File: src/rtl/decoder_select_sequencer_if.sv
// Request/select bundle between the select sequencer and its requesters/decoder.
// master: the sequencer (drives w/en/busy/grant_done); slave: requesters and decoder.
interface decoder_select_sequencer_if;
    logic [3:0] req;
    logic [1:0] w;
    logic       en;
    logic       busy;
    logic       grant_done;

    modport master (
        input  req,
        output w,
        output en,
        output busy,
        output grant_done
    );

    modport slave (
        output req,
        input  w,
        input  en,
        input  busy,
        input  grant_done
    );
endinterface

File: src/rtl/decoder_select_sequencer.sv
// Arbitrates four requests onto a 2-to-4 decoder select with a bounded dwell and an en=0 gap.
// Optional build macro: FIXED_PRIO_EN selects fixed priority (req[0] highest) over round-robin.
module decoder_select_sequencer #(
    parameter int HOLD_CYCLES = 4,
    parameter int GAP_CYCLES  = 1
) (
    input  logic                        clk,
    input  logic                        rst_n,
    decoder_select_sequencer_if.master  bus
);

    generate
        if (HOLD_CYCLES < 1 || HOLD_CYCLES > 255) begin : g_bad_hold
            $error("HOLD_CYCLES must be in 1..255");
        end
        if (GAP_CYCLES < 1 || GAP_CYCLES > 15) begin : g_bad_gap
            $error("GAP_CYCLES must be in 1..15");
        end
    endgenerate

    typedef enum logic [1:0] {
        IDLE  = 2'd0,
        GRANT = 2'd1,
        GAP   = 2'd2
    } state_t;

    localparam logic [7:0] HOLD_LOAD = 8'(HOLD_CYCLES - 1);
    localparam logic [3:0] GAP_LOAD  = 4'(GAP_CYCLES - 1);

    state_t     state_reg, state_next;
    logic [1:0] w_reg, w_next;
    logic       en_reg, en_next;
    logic       busy_reg, busy_next;
    logic       grant_done_reg, grant_done_next;
    logic [1:0] last_ptr_reg, last_ptr_next;
    logic [7:0] hold_cnt_reg, hold_cnt_next;
    logic [3:0] gap_cnt_reg, gap_cnt_next;

    logic [1:0] sel;
    logic       any_req;

    assign any_req = |bus.req;

`ifdef FIXED_PRIO_EN
    always_comb begin
        sel = 2'd0;
        for (int i = 3; i >= 0; i--) begin
            if (bus.req[i]) sel = 2'(i);
        end
    end
`else
    // Candidate indices in search order: last_ptr+1, +2, +3, +4 (wrapping mod 4).
    logic [1:0] rr_idx [4];

    genvar gi;
    generate
        for (gi = 0; gi < 4; gi++) begin : g_rr_idx
            assign rr_idx[gi] = last_ptr_reg + 2'(gi + 1);
        end
    endgenerate

    always_comb begin
        sel = last_ptr_reg;
        for (int i = 3; i >= 0; i--) begin
            if (bus.req[rr_idx[i]]) sel = rr_idx[i];
        end
    end
`endif

    always_ff @(posedge clk or negedge rst_n) begin
        if (!rst_n) begin
            state_reg      <= IDLE;
            w_reg          <= 2'd0;
            en_reg         <= 1'b0;
            busy_reg       <= 1'b0;
            grant_done_reg <= 1'b0;
            last_ptr_reg   <= 2'd3;
            hold_cnt_reg   <= 8'd0;
            gap_cnt_reg    <= 4'd0;
        end else begin
            state_reg      <= state_next;
            w_reg          <= w_next;
            en_reg         <= en_next;
            busy_reg       <= busy_next;
            grant_done_reg <= grant_done_next;
            last_ptr_reg   <= last_ptr_next;
            hold_cnt_reg   <= hold_cnt_next;
            gap_cnt_reg    <= gap_cnt_next;
        end
    end

    always_comb begin
        state_next      = state_reg;
        w_next          = w_reg;
        en_next         = en_reg;
        busy_next       = busy_reg;
        grant_done_next = 1'b0;
        last_ptr_next   = last_ptr_reg;
        hold_cnt_next   = hold_cnt_reg;
        gap_cnt_next    = gap_cnt_reg;

        case (state_reg)
            IDLE: begin
                if (any_req) begin
                    state_next    = GRANT;
                    w_next        = sel;
                    en_next       = 1'b1;
                    busy_next     = 1'b1;
                    hold_cnt_next = HOLD_LOAD;
                end
            end
            GRANT: begin
                // Expiry and request drop share one exit so only one grant_done pulse results.
                if (hold_cnt_reg == 8'd0 || !bus.req[w_reg]) begin
                    state_next      = GAP;
                    en_next         = 1'b0;
                    grant_done_next = 1'b1;
                    last_ptr_next   = w_reg;
                    gap_cnt_next    = GAP_LOAD;
                end else begin
                    hold_cnt_next = hold_cnt_reg - 8'd1;
                end
            end
            GAP: begin
                if (gap_cnt_reg == 4'd0) begin
                    if (any_req) begin
                        state_next    = GRANT;
                        w_next        = sel;
                        en_next       = 1'b1;
                        hold_cnt_next = HOLD_LOAD;
                    end else begin
                        state_next = IDLE;
                        busy_next  = 1'b0;
                    end
                end else begin
                    gap_cnt_next = gap_cnt_reg - 4'd1;
                end
            end
            default: begin
                state_next = IDLE;
                en_next    = 1'b0;
                busy_next  = 1'b0;
            end
        endcase
    end

    assign bus.w          = w_reg;
    assign bus.en         = en_reg;
    assign bus.busy       = busy_reg;
    assign bus.grant_done = grant_done_reg;

endmodule
File: src/flat_wrapper.sv
// flat-port wrapper written by rule: the top's interface ports become plain ports
module decoder_select_sequencer_flat 
#(
    parameter int HOLD_CYCLES = 4,
    parameter int GAP_CYCLES  = 1
)
  (clk, rst_n, bus_req, bus_w, bus_en, bus_busy, bus_grant_done);
  decoder_select_sequencer_if bus_i ();
  input  logic clk;
  input  logic rst_n;
  input wire logic [$bits(bus_i.req)-1:0] bus_req;
  output wire logic [$bits(bus_i.w)-1:0] bus_w;
  output wire logic [$bits(bus_i.en)-1:0] bus_en;
  output wire logic [$bits(bus_i.busy)-1:0] bus_busy;
  output wire logic [$bits(bus_i.grant_done)-1:0] bus_grant_done;
  assign bus_i.req = bus_req;
  assign bus_w = bus_i.w;
  assign bus_en = bus_i.en;
  assign bus_busy = bus_i.busy;
  assign bus_grant_done = bus_i.grant_done;
  decoder_select_sequencer #(.HOLD_CYCLES(HOLD_CYCLES), .GAP_CYCLES(GAP_CYCLES)) u_core (.clk(clk), .rst_n(rst_n), .bus(bus_i));
endmodule
File: config.mk
export PLATFORM = sky130hd
export DESIGN_NAME = decoder_select_sequencer_flat
export DESIGN_NICKNAME = d
export VERILOG_FILES = /design/src/rtl/decoder_select_sequencer_if.sv /design/src/rtl/decoder_select_sequencer.sv /design/src/flat_wrapper.sv
export SDC_FILE = /design/constraint.sdc
export NUM_CORES = 1
export LEC_CHECK = 0
export CAP_MARGIN = 15
export CORE_ASPECT_RATIO = 1.1
export CORE_UTILIZATION = 60
export DETAILED_ROUTE_END_ITERATION = 8
export GPL_ROUTABILITY_DRIVEN = 1
export PLACE_DENSITY = 0.82
export SETUP_SLACK_MARGIN = 0.5
export SYNTH_ARGS = -nofsm -noshare
export SYNTH_HDL_FRONTEND = slang
export SYNTH_SLANG_ARGS = --single-unit
File: constraint.sdc
create_clock -name clk -period 3.6 [get_ports clk]
set_clock_uncertainty 0.1 [all_clocks]
set_input_delay 0.36 -clock clk [delete_from_list [all_inputs] [get_ports clk]]
set_output_delay 0.36 -clock clk [all_outputs]
set_load 0.02 [all_outputs]
### Word-level counts from Yosys, hierarchy flattened

Cells that the tools add are included.

| storage, ports and cells | value |
|---|---|
| flip-flop bits (word level) | 21 |
| latch bits | 0 |
| bits in writable memories | 0 |
| ROM bits | 0 |
| input bits | 6 |
| output and inout bits | 5 |
| memories kept | 0 |

| cells by class | value |
|---|---|
| add/subtract/negate cells | 5 |
| $mul | 0 |
| div/mod/pow operators | 0 |
| order comparisons | 4 |
| equality and inequality tests | 8 |
| shifts and indexed selects | 0 |
| multiplexer cells | 36 |
| bitwise logic cells | 1 |
| reduce and logical (&&, ||, !) cells | 16 |

Operator list:

| cell | number |
|---|---|
| $mux 8 | 3 |
| $pmux 8 s3 | 1 |
| $mux 2 | 8 |
| $mux 1 | 13 |
| $lt 2x3->1 const B | 4 |
| $reduce_and 3->1 | 3 |
| $bmux 1 s2 | 4 |
| $logic_not 8->1 | 1 |
| $mux 4 | 2 |
| $pmux 4 s2 | 1 |
| $sub 8x1->8 const B | 1 |
| $ne 2x1->1 const B | 3 |
| $ne 2x2->1 const B | 3 |
| $pmux 1 s3 | 2 |
| $pmux 2 s3 | 1 |
| $reduce_and 2->1 | 3 |
| $add 2x2->2 const B | 2 |
| $logic_not 4->1 | 1 |
| $pmux 2 s2 | 1 |
| $reduce_and 4->1 | 1 |
| $reduce_bool 2->1 | 2 |
| $reduce_or 4->1 | 1 |
| $sub 4x1->4 const B | 1 |
| $reduce_bool 3->1 | 1 |
| 7 further kinds | 7 |

### Depth between registers and ports, before layout

Gate-level depths: netlist of the first run.

| depth | value |
|---|---|
| depth after elaboration | 9 |
| depth in mapped cells | 8 |
| mapped depth without buffers | 7 |

### Worst setup path after synthesis of the first run

Ideal clock, no wire load.

| timing | value |
|---|---|
| kind | register to register |
| start | register u_core.gap_cnt_reg[0] |
| end | register u_core.hold_cnt_reg[5] |
| library setup time | 0.120 ns |
| data arrival time | 1.992 ns |
| required time | 3.380 ns |
| path slack | 1.388 ns |
| cell stages (with the launch flop) | 9 |
| buffers on the path | 1 |
| period minus slack after synthesis | 2.212 ns |
| cells stage by stage | dfrtp_1 -> inv_1 -> ha_1 -> or3b_4 -> a221o_1 -> buf_6 -> a211oi_2 -> a21oi_1 -> a31o_2 |

| on the way | value |
|---|---|
| word-level cells in the longest chain between the ends | 3 |

Ends and longest elaborated chain:

| item | RTL line | source |
|---|---|---|
| start: declaration | decoder_select_sequencer.sv:37 | `logic [3:0] gap_cnt_reg, gap_cnt_next;` |
| start signal: assignment | decoder_select_sequencer.sv:88 | `gap_cnt_reg <= gap_cnt_next;` |
| $logic_not 4->1 | decoder_select_sequencer.sv:125 | `if (gap_cnt_reg == 4'd0) begin` |
| $ne 2x1->1 (no line) | - |  |
| $reduce_and 3->1 (no line) | - |  |
| end signal: assignment | decoder_select_sequencer.sv:87 | `hold_cnt_reg <= hold_cnt_next;` |
| end: declaration | decoder_select_sequencer.sv:36 | `logic [7:0] hold_cnt_reg, hold_cnt_next;` |

No other way between the ends.
A chain may end at the register's enable or synchronous reset.

### Worst setup path in the final report of the first run

Same ends and word-level chain as after synthesis.

==> out/qor.txt, run 1 <==
vias in the first global route: 983
worst path arrival time: 2.59 ns
crit-path max FO: 9
Max clock buf depth: 2
starting density of the core: 63.7%
crit-path cells: inv_1 -> ha_1 -> or3b_4 -> a221o_1 -> nor2_1 -> nor2_1 -> a31o_2
power consumption: 932 uW
FF-to-FF setup slack: 1.12 ns
Rows: 17
CP max stage cell: a221o_1
antenna cells: 0
M2 GR Usage: 42.0%
Avg Inst Size Synth: 9.51 sq um
Worst Hold Class: reg2reg
met1 usage: 28.6%
port buffer count: 10
share of async-settable or async-resettable flops after synthesis: 100%
nets: 157
CP startpoint kind: flip-flop
worst vdd ir: 467 uV
setup TNS: 0 ns
TritonCTS buffer count: 3
first-pass GRT wire length: 4.14 mm
initial antenna violation count: 0
FILL cells: 170
Area Overhead vs Synth: 10.5%
RSZ-0062 raised after global routing: false
Post-DP HPWL: 1.85 mm
die width: 45.9 microns
share of the synthesized area in the top cell type: 37.3%
Mapped Nets: 147
status: finished, final reports clean
Reg2Reg Capture Point: u_core.hold_cnt_reg[5]$_DFFE_PN0P_
Yosys reg bits: 21
P per Cell Area: 662 nW/um^2
vias: 1008
Yosys top cell by area: dfrtp_1
post_cts resized: 0
register area share after synthesis: 41.5%
hold_buf cts: 0
# IOs: 11
register area: 528 sq um
final hold viol count: 0
Cells after Synth: 134
busiest grt layer: met2
total track usage: 24.7%
met3 Use GR: 3.60%
Synth Flop Type: dfrtp_1
Die Span Y: 50.3 microns
Final period util: 68.9%
Max Clock Freq: 403 MHz
worst setup margin: 1.12 ns
EDFF count, synth: 0
Worst setup startpoint: u_core.gap_cnt_reg[0]$_DFFE_PN0P_
initial detailed-routing violation count: 33
postcts setup bufs: 0
area of the multi-input gates: 684 sq um
TritonCTS clock tree: done
YS warnings: 0
share of layout cells above drive strength 1: 11.2%
CP endpoint kind: flip-flop
clk slew on worst S/H paths: 0.11 ns
Die ar.: 2310 sq um
Core Area: 2000 sq um
CP bufs+invs: 1
Max Slew Vio Count: 0
Worst-Skew Late Latency: 0.31 ns
DRT antenna net count: 0
worst r2r src: u_core.gap_cnt_reg[0]$_DFFE_PN0P_
post-synthesis cell area: 1270 sq um
WL per Instance: 13.9 microns
kind of critical path: reg2reg
Setup Viol. Count Final: 0
CP required: 3.71 ns
H-Tree Depth: 1
crit-path max cell delay: 0.46 ns
leading post-synthesis cells by cell area: dfrtp_1 37%, ha_1 6.9%, nor2_1 4.7%
gr ovfl total: 0
CTS Sinks: 21
leakage power: 0.000595 uW
worst rel slew slack: 38.7%
dpl ws: 1.13 ns
vias per std cell: 5.89
end of the critical path: u_core.hold_cnt_reg[5]$_DFFE_PN0P_
Distinct cells, synth: 42
most frequent CP cell: nor2_1
CP top delay family: simple AND/OR/NAND/NOR gates
Critical Path Stages: 7
Largest register FFs: 8
Least-Margin Pin Slew: 0.917 ns
largest net degree at the start of global routing: 22
DRC: 0
drt pass-1 iters: 4
final wirelength: 2.38 mm
maxcap violations: 0
CTS root buffer: clkbuf_4
crit path time final: 2.48 ns
reg2reg path depth: 7
gpl congestion: 0.826
-- how the worst min path moves through the flow --
stage,start,to,slack [ns],depth (start not counted)
final,u_core.hold_cnt_reg[0]$_DFFE_PN0P_,u_core.hold_cnt_reg[0]$_DFFE_PN0P_,0.40,1
after floorplan,rst_n,u_core.bus.busy$_DFFE_PN0P_,-0.04,0
after CTS,u_core.hold_cnt_reg[0]$_DFFE_PN0P_,u_core.hold_cnt_reg[0]$_DFFE_PN0P_,0.41,1
after global routing,u_core.hold_cnt_reg[0]$_DFFE_PN0P_,u_core.hold_cnt_reg[0]$_DFFE_PN0P_,0.44,1
after detailed placement,u_core.hold_cnt_reg[0]$_DFFE_PN0P_,u_core.hold_cnt_reg[0]$_DFFE_PN0P_,0.39,1
after global placement,u_core.hold_cnt_reg[0]$_DFFE_PN0P_,u_core.hold_cnt_reg[0]$_DFFE_PN0P_,0.37,1
-- power breakdown --
part | total, uW | switching (uW) | internal [uW]
clock | 114 | 70.4 | 43.3
combinational | 457 | 272 | 185
sequential | 361 | 56.1 | 305
-- final cells by class --
class | count | share of cell area (%)
tap | 28 | 2.49
timing repair buffer | 10 | 7.11
inverter | 9 | 2.40
clock buffer | 4 | 1.87
sequential | 21 | 37.5
multi-input combinational | 99 | 48.6
-- stage by stage --
| step | utilization, % | instance area (sq um) | hold slack [ns] | instances |
|---|---|---|---|---|
| after CTS | 70.4 | 1410 | 0.405 | 171 |
| after global placement | 69.1 | 1380 | 0.374 | 167 |
| after floorplan | - | 1270 | -0.0356 | 134 |
| after global routing | 70.4 | 1410 | 0.439 | 171 |
| after detailed placement | 69.1 | 1380 | 0.390 | 167 |
| final | 70.4 | 1410 | 0.397 | 171 |
-- per-layer routing --
layer / part of all wire [%] / routed length [microns] / up-vias
li1: - / - / 499
met4: 3.9 / 93 / 0
met3: 0.97 / 23 / 9
met2: 51 / 1200 / 10
met1: 44 / 1060 / 490
met5: 0 / 0 / -
-- worst reg2reg max path: stages (launching register included) --
cell	delay [ns]
dfrtp_1	0.43
inv_1	0.07
ha_1	0.20
or3b_4	0.43
a221o_1	0.46
nor2_1	0.38
nor2_1	0.08
a31o_2	0.25
-- Yosys cell counts, drive strengths merged, types with 2 or more instances --
master	n
inv	9
buf	2
ha	7
clkbuf	3
nor2	17
or3	2
nor4	2
mux2i	2
o21ai	11
dfstp	2
a22o	2
or3b	2
a211oi	4
a31oi	2
nand2	11
o31ai	4
dfrtp	19
and2	2
xnor2	5
a21oi	10
-- cell families after synthesis --
group                    share of synthesized area (%)
AO/OA/AOI/OAI                                     21.6
XOR/XNOR                                          3.44
adder cells (fa/ha/maj)                           6.88
buffers and inverters                             4.81
flip-flops                                        41.5
multiplexers                                      4.22
AND/OR/NAND/NOR                                   17.6
-- placed cells by master (no fill, tap or decap), types with 3 or more instances in the layout --
cell type and instances:
nand2_1 11, o31ai_1 4, a21oi_1 10, xnor2_1 5, ha_1 7, nor2_1 16, clkdlybuf4s50_1 10, inv_1 9
dfrtp_1 19, clkbuf_4 3, o21ai_0 10, a211oi_1 3
No activity file was read; power rests on OpenSTA's default activity.
==> run 2, diff against run 1 <==
--- a/config.mk
+++ b/config.mk
@@ -7,10 +7,10 @@
 export LEC_CHECK = 0
 export CAP_MARGIN = 15
 export CORE_ASPECT_RATIO = 1.1
-export CORE_UTILIZATION = 60
+export CORE_UTILIZATION = 51
 export DETAILED_ROUTE_END_ITERATION = 8
 export GPL_ROUTABILITY_DRIVEN = 1
-export PLACE_DENSITY = 0.82
+export PLACE_DENSITY = 0.75
 export SETUP_SLACK_MARGIN = 0.5
 export SYNTH_ARGS = -nofsm -noshare
 export SYNTH_HDL_FRONTEND = slang
==> constraint.sdc (replaced) <==
create_clock -name clk -period 2 [get_ports clk]
set_clock_uncertainty 0.1 [all_clocks]
set_input_delay 0.2 -clock clk [delete_from_list [all_inputs] [get_ports clk]]
set_output_delay 0.2 -clock clk [all_outputs]
set_load 0.02 [all_outputs]
==> out/qor.txt, run 2 (synthesis gave the netlist of run 1 again) <==
status: finished, violations left
violated checks: negative setup slack
final hold viol count: 0
Final period util: 113%
crit path time final: 2.26 ns
reg2reg path depth: 7
hold_buf cts: 0
Largest register FFs: 8
largest net degree at the start of global routing: 22
power consumption: 2330 uW
worst r2r src: u_core.gap_cnt_reg[0]$_DFFE_PN0P_
final wirelength: 3.48 mm
Die ar.: 2700 sq um
DRT antenna net count: 0
kind of critical path: reg2reg
Least-Margin Pin Slew: 0.486 ns
starting density of the core: 55.4%
P per Cell Area: 1190 nW/um^2
Worst setup startpoint: u_core.gap_cnt_reg[0]$_DFFE_PN0P_
worst setup margin: -0.260 ns
TritonCTS buffer count: 3
FILL cells: 130
vias: 1211
DP Cell Count: 192
share of layout cells above drive strength 1: 47.6%
Worst Hold Class: in2async
DRC: 0
clk slew on worst S/H paths: 0.12 ns
vias in the first global route: 1236
setup TNS: -1.55 ns
initial antenna violation count: 0
Core Area: 2300 sq um
end of the critical path: u_core.hold_cnt_reg[5]$_DFFE_PN0P_
H-Tree Depth: 1
drt pass-1 iters: 4
worst vdd ir: 981 uV
CP endpoint kind: flip-flop
worst path arrival time: 2.36 ns
port buffer count: 10
TritonCTS clock tree: done
Area Overhead vs Synth: 53.1%
gpl congestion: 0.812
Finished Layout Cells: 219
WL per Instance: 15.9 microns
Reg2Reg Capture Point: u_core.hold_cnt_reg[5]$_DFFE_PN0P_
CP required: 2.10 ns
# IOs: 11
maxcap violations: 0
CP startpoint kind: flip-flop
die width: 49.7 microns
commonest cells after routing, fill and taps aside: 39 x buf_4, 19 x dfrtp_1, 15 x nor2_1, 8 x a21oi_1
leakage power: 0.000870 uW
RSZ-0062 raised after global routing: true
Max clock buf depth: 2
Die Span Y: 54.4 microns
CTS Sinks: 21
antenna cells: 0
total track usage: 27.8%
most common cell after layout, fill and taps aside: buf_4
crit-path max FO: 8
area of the multi-input gates: 860 sq um
worst rel slew slack: 67.3%
vias per std cell: 5.53
Max Slew Vio Count: 0
CTS root buffer: clkbuf_4
first-pass GRT wire length: 5.48 mm
Rows: 18
register area: 528 sq um
Worst-Skew Late Latency: 0.30 ns
gr ovfl total: 0
Max Clock Freq: 443 MHz
Post-DP HPWL: 2.13 mm
Setup Viol. Count Final: 8
FF-to-FF setup slack: -0.26 ns
initial detailed-routing violation count: 20
dpl ws: -0.259 ns
nets: 203
==> run 2: cell types whose count changed in the layout (fill, tap and decap cells not counted), sizes merged <==
cell / delta
buf: +46
clkdlybuf4s50: -5
dlygate4sd2: +5
==> run 2: timing repair <==
item,CTS,global route
buffers inserted,20,3
resized for setup,40,10
endpoints found under the setup margin,26,21
pin swaps,23,11
==> run 2: critical path, stage by stage, from the launching register on <==
cell      delay, ns
dfrtp_1        0.40
inv_1          0.07
ha_2           0.18
or3b_4         0.38
a221o_2        0.45
a211oi_4       0.24
a21oi_1        0.11
a31o_2         0.22
==> run 2: report_power, final <==
part           total, uW  leakage (uW)  internal (uW)  switching (uW)
combinational       1460      0.000590            687             778
sequential           658      0.000265            549             110
clock                207     0.0000150           77.8             129
==> run 2: routing by layer <==
layer	vias up	GRT usage, %	share of wire [%]
met3	8	3.33	3.1
met5	-	0	0
met4	0	9.52	1.4
met2	26	50.7	55
met1	588	34.6	41
li1	589	-	-
==> run 2: worst min path at each step <==
stage,endpoint
5_1_grt,u_core.state_reg[1]$_DFFE_PN0P_
3_3_place_gp,u_core.gap_cnt_reg[1]$_DFFE_PN0P_
6_report,u_core.state_reg[1]$_DFFE_PN0P_
2_1_floorplan,u_core.bus.busy$_DFFE_PN0P_
4_1_cts,u_core.hold_cnt_reg[6]$_DFFE_PN0P_
3_5_place_dp,u_core.gap_cnt_reg[1]$_DFFE_PN0P_
==> run 2: per-stage QoR <==
stage / utilization, % / hold slack (ns) / cell area, sq um
after floorplan: - / -0.196 / 1300
after global placement: 68.9 / 0.403 / 1580
after detailed placement: 68.9 / 0.434 / 1580
after CTS: 81.5 / 0.134 / 1870
after global routing: 84.9 / 0.155 / 1950
final: 84.9 / 0.129 / 1950
==> run 2: cell type report <==
type	instances	area share, %
Multi-Input combinational cell	99	44.1
Inverter	9	1.73
Timing Repair Buffer	56	23.9
Tap cell	30	1.92
Clock buffer	4	1.35
Sequential cell	21	27.1
==> patch 1 (config.mk and constraints of run 2) <==
The 3 states of `state_t` get a one-hot encoding in 3 bits.
--- a/src/rtl/decoder_select_sequencer.sv
+++ b/src/rtl/decoder_select_sequencer.sv
@@ -18,10 +18,10 @@
         end
     endgenerate
 
-    typedef enum logic [1:0] {
-        IDLE  = 2'd0,
-        GRANT = 2'd1,
-        GAP   = 2'd2
+    typedef enum logic [2:0] {
+        IDLE  = 3'b001,
+        GRANT = 3'b010,
+        GAP   = 3'b100
     } state_t;
 
     localparam logic [7:0] HOLD_LOAD = 8'(HOLD_CYCLES - 1);
Function: no difference found for any inputs over 10 cycles, from zero or initial values and one cycle with rst_n low; not proved beyond that.
==> patch 1 against run 2 <==
The run still ends with setup timing left. Final cell count fell by 15%. Final area shrank 10%. Wire length increased by 3.0%. Setup slack improved by 0.23 ns. Power fell by 2.2%. Sequential power increased by 14%. Sequential cell count increased by 1. Synthesized area down 7.2%.
==> patch 1: results (changes against run 2) <==
status=finished, violations left (unchanged); failing checks=setup timing (unchanged); H-tree depth=1 (unchanged); layout cell share with drive strength beyond 1=51.6% (was 47.6%); first-pass GRT wire length=5410 um (was 5480 um); commonest cells in the netlist=dfrtp_1, a21oi_1, nor2_1, inv_1, nand2_1 (was dfrtp_1, nor2_1, nand2_1, a21oi_1, o21ai_0); max reg flops=8 (unchanged); placed standard-cell area=0.00147 sq mm (was 0.00158 sq mm); final count of negative-setup-slack endpoints=3 (was 8); Slew HR=77.0% (was 67.3%); Clk pin slew, worst setup/hold paths=0.14 ns (was 0.12 ns); syn nets=121 (was 147); class of the worst hold path=primary input to asynchronous set/reset pin (unchanged); Ant. Diodes=0 (unchanged); port bufs=10 (unchanged); Starting DRT DRC Count=41 (was 20); gr usage total=31.9% (was 27.8%); post-synthesis sequential area ratio=46.9% (was 41.5%); Distinct cells, synth=43 (was 42); vias in the first global route=1115 (was 1236); largest net degree at the start of global routing=23 (was 22); VDD IR-drop max=1.07 mV (was 0.981 mV); GPL Wtd Cong=0.830 (was 0.812); FFs w/ async S/R, synth=100% (unchanged); Synth Flop Type=dfrtp_1 (unchanged); worst-path fanout max=4 (was 8); Vias=1168 (was 1211); Num CTS Buffers=3 (unchanged); P_leak=0.792 nW (was 0.870 nW); Clock Root Buffer=clkbuf_4 (unchanged); # hold bufs at CTS=0 (unchanged); Post-Route WL=3580 um (was 3480 um); Fillers=122 (was 130); Final HPWL DP=1900 um (was 2130 um); CTS Buffer Depth=2 (unchanged); Synth warnings=0 (unchanged); initial antenna violation count=0 (unchanged); first-pass detailed-route iteration total=4 (unchanged); worst setup margin=-0.0283 ns (was -0.260 ns); top cells by area, synth=dfrtp_1, dfstp_2, a21oi_1 (was dfrtp_1, ha_1, nor2_1); nets=169 (was 203); latest clock arrival within the worst-skew pair=0.32 ns (was 0.30 ns)
patch 1: kinds of logic after synthesis:
group | share of synthesized area [%]
muxes | 8.15
adders and majority gates | 3.17
buffers and inverters | 2.75
and+or+nand+nor | 20.1
AOI/OAI and AO/OA | 16.0
DFF | 46.9
xor gates and xnor gates | 2.96
patch 1: repair_timing:
| item | in CTS | in global routing |
|---|---|---|
| gates resized for setup | 34 | 6 |
| setup buffers | 12 | 5 |
| pin swaps | 5 | 6 |
| endpoints found under the hold margin | 0 | 0 |
| endpoints found under the setup margin | 27 | 23 |
patch 1: through the flow:
| stage | instances | hold slack [ns] | setup TNS (ns) | utilization (%) | setup WS [ns] |
|---|---|---|---|---|---|
| finish | 187 | 0.103 | -0.0803 | 84.1 | -0.0283 |
| global route | 187 | 0.153 | -0.188 | 84.1 | -0.0730 |
| CTS | 182 | 0.122 | -0.0675 | 81.3 | -0.0309 |
| detailed placement | 166 | 0.378 | -1.60 | 70.5 | -0.150 |
| global placement | 166 | 0.381 | -0.605 | 70.5 | -0.0794 |
| floorplan | 112 | -0.196 | -0.120 | - | -0.0600 |
patch 1: layout make-up:
class / instances / area (sq um) / share of cell area, %
multi-input combinational: 82 / 738 / 42.1
sequential: 22 / 556 / 31.7
timing repair buffer: 45 / 365 / 20.8
clock buffer: 4 / 36.3 / 2.07
tap: 28 / 35.0 / 2.00
inverter: 6 / 22.5 / 1.28
patch 1: routing by layer:
layer	up-vias	routed length (um)	GRT usage (%)	part of all wire, %
met5	-	0	0	0
met4	0	87	15.7	2.4
met3	11	182	4.14	5.1
met2	53	1890	51.8	53
met1	595	1430	40.5	40
li1	509	-	-	-
patch 1: worst paths after layout:
path,from,to,slack [ns],depth (start not counted)
min,rst_n,u_core.bus.en,0.10,2
max in group asynchronous,rst_n,u_core.state_reg[0],1.40,2
max,u_core.hold_cnt_reg[5],u_core.last_ptr_reg[0],-0.03,4
min in group clk,bus_req[1],u_core.bus.w[0],0.42,4
min reg2reg,u_core.bus.en,u_core.bus.en,0.43,1
max reg2reg,u_core.hold_cnt_reg[5],u_core.last_ptr_reg[0],-0.03,4
patch 1: worst max-delay path: stages (launching register included):
cell and delay [ns]:
dfrtp_1 0.41, or4_4 0.55, or3_4 0.38, a21oi_4 0.20
mux2_4 0.31
patch 1: power breakdown:
part | internal (W) | total [W] | switching, W
logic | 0.000660 | 0.00127 | 0.000614
registers | 0.000606 | 0.000747 | 0.000141
clock network | 0.000111 | 0.000258 | 0.000146
total | 0.00138 | 0.00228 | 0.000901
==> patch 2 (settings of run 2) <==
Made on the original files. Make the reset (`rst_n`) synchronous in one clocked block.
--- a/src/rtl/decoder_select_sequencer.sv
+++ b/src/rtl/decoder_select_sequencer.sv
@@ -67,7 +67,7 @@
     end
 `endif
 
-    always_ff @(posedge clk or negedge rst_n) begin
+    always_ff @(posedge clk) begin
         if (!rst_n) begin
             state_reg      <= IDLE;
             w_reg          <= 2'd0;
Check against the original RTL: differs if rst_n is asserted again (counterexample within 4 cycles, from zero or initial values and one cycle with rst_n low); with rst_n held inactive, the same outputs for 10 cycles.
==> patch 2 against run 2 <==
Power up 11%. Sequential cell count is the same. Count of clock-buffer cells in the layout down 1. Synthesized area increased by 2.4%. Final area fell by 4.3%. Core utilization decreased by 4.4 points. Via count grew 16%. First-iteration DRC count increased by 100%. Setup slack better by 0.32 ns. Largest power group unchanged. Critical endpoint is now u_core.state_reg[0]. Wire length rose by 12%.
==> patch 2: results (changes against run 2) <==
status=finished, final reports clean (was finished, violations left); H-tree depth=1 (unchanged); commonest cells in the netlist=dfxtp_1, nand3_1, inv_1, a21oi_1, nand3b_1 (was dfrtp_1, nor2_1, nand2_1, a21oi_1, o21ai_0); vias in the first global route=1335 (was 1236); DP Cell Count=202 (was 192); Num CTS Buffers=3 (unchanged); Clock Root Buffer=clkbuf_4 (unchanged); port bufs=10 (unchanged); Final HPWL DP=2340 um (was 2130 um); Slew HR=71.3% (was 67.3%); WL/cell=17.7 um (was 15.9 um); Starting DRT DRC Count=40 (was 20); P_leak=0.740 nW (was 0.870 nW); fmax=0.515 GHz (was 0.443 GHz); Post-Route WL=3910 um (was 3480 um); max incr delay on CP=0.43 ns (was 0.45 ns); initial antenna violation count=0 (unchanged); Final Max Tran Viols=0 (unchanged); placed standard-cell area=0.00157 sq mm (was 0.00158 sq mm); first-pass detailed-route iteration total=4 (unchanged); FFs w/ async S/R, synth=0% (was 100%); max reg flops=8 (unchanged); crit path DAT=2.10 ns (was 2.36 ns); VDD IR-drop max=0.950 mV (was 0.981 mV); post-synthesis sequential area ratio=32.2% (was 41.5%); Clk pin slew, worst setup/hold paths=0.13 ns; CP max stage cell=or3b_4 (was a221o_2); latest clock arrival within the worst-skew pair=~0.31 ns; class of the worst hold path=register to register (was primary input to asynchronous set/reset pin); Ant. Diodes=0 (unchanged); top cells by area, synth=dfxtp_1, ha_1, nand3_1 (was dfrtp_1, ha_1, nor2_1); gr usage total=29.0% (was 27.8%); syn nets=166 (was 147); GPL Wtd Cong=0.862 (was 0.812); CTS Buffer Depth=2 (unchanged); layout cell share with drive strength beyond 1=37.2% (was 47.6%); Synth warnings=0 (unchanged); nets=205 (was 203); worst-path fanout max=6 (was 8); Place WS=-0.136 ns (was -0.259 ns); vias per cell=6.38 (was 5.53); Post-Syn Instances=153 (was 134); first-pass GRT wire length=5950 um (was 5480 um); Distinct cells, synth=45 (was 42); largest net degree at the start of global routing=19 (was 22); hold slack=0.384 ns (was 0.129 ns)
patch 2: changes by cell type after synthesis, sizes merged, moves of 4 or more:
cell / change
dfxtp: +21
dfrtp: -19
nand3: +13
nor2: -11
nand3b: +8
nand2: -5
xnor2: -5
mux2i: +4
o21ai: -4
patch 2: repair_timing:
action	in CTS	in global routing
endpoints found under the setup margin	26	21
pin swaps	20	5
gates resized for setup	29	8
setup buffers	10	4
cloned	1	0
patch 2: area by class of cell:
type	instances	area [sq um]
clock buffer	3	22.5
clock inverter	1	5.00
fill	149	453
inverter	11	41.3
multi-input combinational	115	1010
sequential	21	430
tap	30	37.5
timing repair buffer	40	319
patch 2: stage by stage:
step                      util, %  TNS (ns)
final                        80.5         0
after global routing         80.5         0
after CTS                    76.5         0
after detailed placement     67.6    -0.724
after global placement       67.6    -0.519
after floorplan                 -         0
patch 2: power breakdown:
group	switching (W)	leakage (nW)	internal, W
Clock	0.000143	0.0177	0.0000749
Combinational	0.000894	0.547	0.000800
Sequential	0.000124	0.175	0.000547
patch 2: per-layer routing:
layer | GRT usage [%] | vias up | wire length (um)
met2 | 54.9 | 40 | 2030
met1 | 32.9 | 702 | 1700
li1 | - | 662 | -
met3 | 3.01 | 6 | 144
met5 | 0 | - | 0
met4 | 14.3 | 0 | 36
patch 2: worst paths after layout:
check / startpoint / end / cells after the start
max: u_core.gap_cnt_reg[0] / u_core.state_reg[0] / 6
min: u_core.bus.en / u_core.bus.en / 2
max reg2reg: u_core.gap_cnt_reg[0] / u_core.state_reg[0] / 6
min reg2reg: u_core.bus.en / u_core.bus.en / 2
patch 2: worst max-delay path: cells and delay by family, from the launching register on:
family / cells / cell delay [ns]
fa+ha+maj: 1 / 0.14
compound gates: 2 / 0.40
flops: 1 / 0.35
buf+inv: 1 / 0.07
simple gates: 2 / 0.83
patch 2: logic make-up (layout without fill, tap and decap cells):
group	Yosys count	after routing	synth area share, %
and+or+nand+nor	54	54	24.7
muxes	7	7	6.33
buffers and inverters	18	55	5.28
AOI/OAI and AO/OA	46	47	24.8
adders and majority gates	7	7	6.72
DFF	21	21	32.2
